[src/rtl/uart_rx_fifo.sv]
// uart_rx_fifo: receive-side byte buffer placed after uart_rx.
// A rising edge on rxd_done captures data_in into a first-word-fall-through
// FIFO. The host drains it through a valid/ready read port. The block also
// reports occupancy and keeps a sticky overflow flag for dropped bytes.
//
// Ports:
//   clk       system clock (same clock as uart_rx)
//   rst       asynchronous active-low reset
//   rxd_done  byte-complete level from uart_rx; only its rising edge writes
//   data_in   received byte, valid while rxd_done is high
//   rd_ready  consumer takes the head byte this cycle
//   rd_valid  head byte available (registered, equals !empty)
//   rd_data   head byte, read combinationally from mem[rd_ptr]
//   count     stored bytes, 0..DEPTH (registered)
//   full      count == DEPTH (registered)
//   empty     count == 0 (registered)
//   overflow  sticky, set when a byte arrives while full with no pop
//   ovf_clr   synchronous clear of overflow; a same-cycle drop wins
module uart_rx_fifo #(
  parameter int DEPTH = 16,
  parameter int AW    = 4
) (
  input  logic          clk,
  input  logic          rst,
  input  logic          rxd_done,
  input  logic [7:0]    data_in,
  input  logic          rd_ready,
  output logic          rd_valid,
  output logic [7:0]    rd_data,
  output logic [AW:0]   count,
  output logic          full,
  output logic          empty,
  output logic          overflow,
  input  logic          ovf_clr
);

  localparam logic [AW-1:0] PTR_ONE  = AW'(1);
  localparam logic [AW:0]   CNT_ONE  = (AW+1)'(1);
  localparam logic [AW:0]   CNT_ZERO = (AW+1)'(0);
  localparam logic [AW:0]   CNT_FULL = (AW+1)'(DEPTH);

  logic [7:0]    mem_r [DEPTH];
  logic [AW-1:0] wr_ptr_r;
  logic [AW-1:0] rd_ptr_r;
  logic [AW:0]   count_r;
  logic          done_q_r;
  logic          arm_r;
  logic          full_r;
  logic          empty_r;
  logic          valid_r;
  logic          overflow_r;

  logic          push_s;
  logic          pop_s;
  logic          wr_en_s;
  logic          drop_s;
  logic [AW:0]   count_nxt_s;

  // Decode push/pop/drop and the next occupancy from registered state.
  always_comb begin
    // arm_r blocks a push from an rxd_done level that was already high
    // when reset released (done_q resets to 0, so the edge detector alone
    // would see a false rising edge).
    push_s      = rxd_done & ~done_q_r & arm_r;
    pop_s       = rd_ready & valid_r;
    // A pop frees a slot this cycle, so a push at full is still accepted.
    wr_en_s     = push_s & (~full_r | pop_s);
    drop_s      = push_s & full_r & ~pop_s;
    count_nxt_s = count_r;
    case ({wr_en_s, pop_s})
      2'b10:   count_nxt_s = count_r + CNT_ONE;
      2'b01:   count_nxt_s = count_r - CNT_ONE;
      default: count_nxt_s = count_r;
    endcase
  end

  // Pointers, occupancy, flags and edge-detect state.
  always_ff @(posedge clk or negedge rst) begin
    if (!rst) begin
      wr_ptr_r   <= '0;
      rd_ptr_r   <= '0;
      count_r    <= '0;
      done_q_r   <= 1'b0;
      arm_r      <= 1'b0;
      full_r     <= 1'b0;
      empty_r    <= 1'b1;
      valid_r    <= 1'b0;
      overflow_r <= 1'b0;
    end else begin
      done_q_r <= rxd_done;
      arm_r    <= 1'b1;
      if (wr_en_s) begin
        wr_ptr_r <= wr_ptr_r + PTR_ONE;
      end else begin
        wr_ptr_r <= wr_ptr_r;
      end
      if (pop_s) begin
        rd_ptr_r <= rd_ptr_r + PTR_ONE;
      end else begin
        rd_ptr_r <= rd_ptr_r;
      end
      count_r <= count_nxt_s;
      full_r  <= (count_nxt_s == CNT_FULL);
      empty_r <= (count_nxt_s == CNT_ZERO);
      valid_r <= (count_nxt_s != CNT_ZERO);
      if (drop_s) begin
        overflow_r <= 1'b1;
      end else if (ovf_clr) begin
        overflow_r <= 1'b0;
      end else begin
        overflow_r <= overflow_r;
      end
    end
  end

  // Byte storage; contents are intentionally not reset.
  always_ff @(posedge clk) begin
    if (wr_en_s) begin
      mem_r[wr_ptr_r] <= data_in;
    end
  end

  assign rd_data  = mem_r[rd_ptr_r];
  assign rd_valid = valid_r;
  assign count    = count_r;
  assign full     = full_r;
  assign empty    = empty_r;
  assign overflow = overflow_r;

endmodule
[config.mk]
export PLATFORM = sky130hd
export DESIGN_NAME = uart_rx_fifo
export DESIGN_NICKNAME = d
export VERILOG_FILES = /design/src/rtl/uart_rx_fifo.sv
export SDC_FILE = /design/constraint.sdc
export NUM_CORES = 1
export LEC_CHECK = 0
export BUFFER_PORTS_ARGS = -buffer_cell sky130_fd_sc_hd__buf_2
export CAP_MARGIN = 20
export CORE_AREA = 4 4 98 137
export DETAILED_ROUTE_END_ITERATION = 8
export DIE_AREA = 0 0 102 141
export GPL_ROUTABILITY_DRIVEN = 0
export GPL_TIMING_DRIVEN = 0
export HOLD_SLACK_MARGIN = 0.15
export PLACE_DENSITY = 0.71
export SLEW_MARGIN = 15
export SYNTH_ARGS = -nofsm -noshare
export SYNTH_HDL_FRONTEND = slang
export SYNTH_SLANG_ARGS = --single-unit
[constraint.sdc]
create_clock -name clk -period 3.2 [get_ports clk]
set_clock_uncertainty 0.15 [all_clocks]
set_input_delay 0.32 -clock clk [delete_from_list [all_inputs] [get_ports clk]]
set_output_delay 0.32 -clock clk [all_outputs]
set_load 0.02 [all_outputs]
==> flow_summary.json <==
{
  "critPathLaunchType": "register",
  "drive_gt1_share_pct": 24.1,
  "worstSetupPathType": "reg -> out",
  "io_pins": 30,
  "cp_top_family": "multiplexers",
  "coreArea_mm2": 0.0123,
  "min_path_type": "in -> async",
  "worst-path-buf-inv": 3,
  "place_area_mm2": 0.00637,
  "slowest_stage": "mux4_2",
  "die_w_um": 102,
  "synth_top_area_cell": "edfxtp_1",
  "slew_violations": 0,
  "fin_crit_ns": 2.98,
  "antenna_cells_inserted": 0,
  "cts_tree": "yes",
  "required_ns": 2.73,
  "drc": 0,
  "r2r_start": "done_q_r",
  "routed_wl_mm": 10.7,
  "setup_viol": 0,
  "cp_slowest_stage_delay_ns": 0.52,
  "outcome": "finished, final reports clean",
  "tightest_slew_ns": 0.899,
  "syn_nets": 316,
  "place_inst": 474,
  "rr_worst_depth": 12,
  "slew_headroom_pct": 39.7,
  "fin_nets": 378,
  "drv_cap": 0,
  "dpl.hpwl_mm": 7.47,
  "rr_endpoint": "rd_valid",
  "grt_first_pass_wirelength_mm": 17.5,
  "ys.flop_type": "edfxtp_1",
  "multi_input_area_mm2": 0.00160,
  "vias": 2948,
  "area_growth_pct": 18.7,
  "seq_area_frac_synth_pct": 71.8,
  "grt_antenna_before_repair": 0,
  "path_max_fanout": 10,
  "fill_cells": 898,
  "numCtsBuffers": 17,
  "grt_overflow": 0,
  "endpoint_kind": "primary output",
  "synthCells": 295,
  "wl_per_cell_um": 20.7,
  "drtIter0Drc": 293,
  "grt_util_all_layers_pct": 16.8,
  "finalHoldViolCount": 0,
  "cp.arrival_ns": 2.51,
  "power.leakage_uw": 0.00252,
  "vias_per_cell": 5.67,
  "fin_crit_sh_pct": 93.2,
  "synth_edf_count": 128,
  "clkSinkCount": 147,
  "firstDrtPassIters": 4,
  "avgSynthCellArea_um2": 20.4,
  "yosysTopAreaCellShare_pct": 63.9,
  "whs_ns": 0.246,
  "std_cell_rows": 48,
  "path_cells": "clkbuf_1 -> clkbuf_2 -> mux4_1 -> mux4_2 -> buf_2",
  "grt_max_degree": 20,
  "yosys_warnings": 0,
  "cts_buffer_depth": 2,
  "fmax_mhz": 335,
  "fin_cells": 520,
  "synth-seq-cells": 147,
  "regArea_mm2": 0.00432,
  "powerDensity_mw_per_mm2": 867,
  "design_area_mm2": 0.00714,
  "synth_area_leaders": "edfxtp_1 (64%), mux4_1 (13%), dfrtp_1 (7.5%)",
  "htree_levels": 4,
  "dieArea_mm2": 0.0144,
  "cts.clk_slew.worst_paths_ns": 0.06,
  "ir_drop_uv": 581,
  "io_buffers": 29,
  "final_antenna_net_count": 0,
  "ys_types": 36,
  "clock_latency_ns": 0.42,
  "r2r_slack_ns": 0.24,
  "start_util_pct": 49.1,
  "total_power_uw": 6190,
  "die_h_um": 141,
  "cts-root-buf": "clkbuf_16",
  "synth_area_mm2": 0.00601,
  "synth-async-reset-ratio_pct": 12.9,
  "rsz0062_at_grt": "false",
  "grt_pass1_vias": 3074
}
## how the worst max path moves through the flow
| stage | start | end | slack (ns) | cells after the start |
|---|---|---|---|---|
| CTS | done_q_r | rd_valid | 0.03 | 12 |
| global route | rd_valid | rd_valid | 0.07 | 11 |
| detailed placement | rd_ready | rd_valid | -0.10 | 13 |
| global placement | rd_ready | rd_valid | -0.02 | 13 |
| floorplan | rd_valid | rd_valid | 0.13 | 12 |
| finish | rd_ptr_r[1] | rd_data[4] | 0.22 | 5 |
## cell usage after synthesis, types with 3 or more instances
| library cell | n |
|---|---|
| clkbuf_1 | 8 |
| xnor2_1 | 8 |
| inv_1 | 6 |
| mux4_1 | 30 |
| nor3_1 | 4 |
| buf_6 | 3 |
| nand3b_1 | 3 |
| nor2_1 | 19 |
| ha_1 | 8 |
| nand2_1 | 10 |
| dfrtp_1 | 18 |
| edfxtp_1 | 128 |
| mux2_2 | 4 |
| buf_2 | 3 |
| mux4_2 | 10 |
| xor2_1 | 3 |
| a21oi_1 | 5 |
## placed cells by master, fill, tap and decap left out, types with 2 or more instances in the layout
cell,count
a21oi_1,4
buf_1,2
buf_2,32
buf_6,3
bufinv_16,4
clkbuf_1,8
clkbuf_16,17
clkbuf_2,3
clkbuf_8,2
clkinv_2,4
dfrtp_1,18
dlygate4sd3_1,13
edfxtp_1,128
ha_1,8
inv_1,6
mux2_2,4
mux4_1,30
mux4_2,10
nand2_1,10
nand2b_1,2
nand3_1,2
nand3b_1,3
nand4_1,2
nor2_1,19
nor2b_1,2
nor3_2,4
o21ai_0,2
xnor2_1,8
xor2_1,3
## final cells by class
class,count,area share (%)
clock buffers,22,6.50
well taps,150,2.63
plain buffers,17,1.47
multi-input cells,125,22.4
repair buffers,43,3.96
clock inverters,10,2.19
inverters,6,0.315
flip-flops and latches,147,60.5
## registers in the layout (all words and copies together) (netlist names)
signal and cells:
count 5, full 1, rd_ptr_r 4, done_q_r 1, arm_r 1, overflow 1, rd_valid 1, wr_ptr_r 4
empty 1, mem_r 128
## through the flow
step                utilization, %  setup WS, ns  TNS (ns)
finish                        58.3         0.216         0
global route                  58.3        0.0703         0
CTS                           58.2        0.0332         0
detailed placement            52.0        -0.101    -0.101
global placement              51.8       -0.0238   -0.0238
floorplan                        -         0.132         0
## layer usage
metal | track usage, % | wire length (µm) | up-vias
li1 | - | - | 1327
met2 | 28.7 | 5990 | 68
met3 | 3.66 | 390 | 29
met1 | 20.5 | 4080 | 1524
met5 | 0 | 0 | -
met4 | 7.26 | 286 | 0
## power by group
group	leakage [µW]	switching [µW]	internal [µW]
clock network	0.000304	711	1340
registers	0.00138	72.8	2230
logic	0.000843	988	851
## repair_timing
item / 4_1_cts / 5_1_grt
hold endpoints to repair: 150 / 0
endpoints found under the setup margin: 8 / 1
gates resized for setup: 4 / 0
buffers inserted: 0 / 1
pin swaps: 1 / 1
hold buffers: 13 / 0
## kinds of logic (layout without fill, tap and decap cells)
| family | Yosys count | count (layout) | synth area share [%] |
|---|---|---|---|
| multiplexers | 44 | 44 | 17.6 |
| buffers and inverters | 23 | 98 | 2.06 |
| AND/OR/NAND/NOR | 47 | 47 | 3.68 |
| adder cells (fa/ha/maj) | 8 | 8 | 1.66 |
| XOR/XNOR | 11 | 11 | 1.60 |
| flip-flops | 147 | 147 | 71.8 |
| other | 1 | 1 | 0.0624 |
| AO/OA/AOI/OAI | 14 | 14 | 1.48 |
Power figures use the tool's default switching activity.
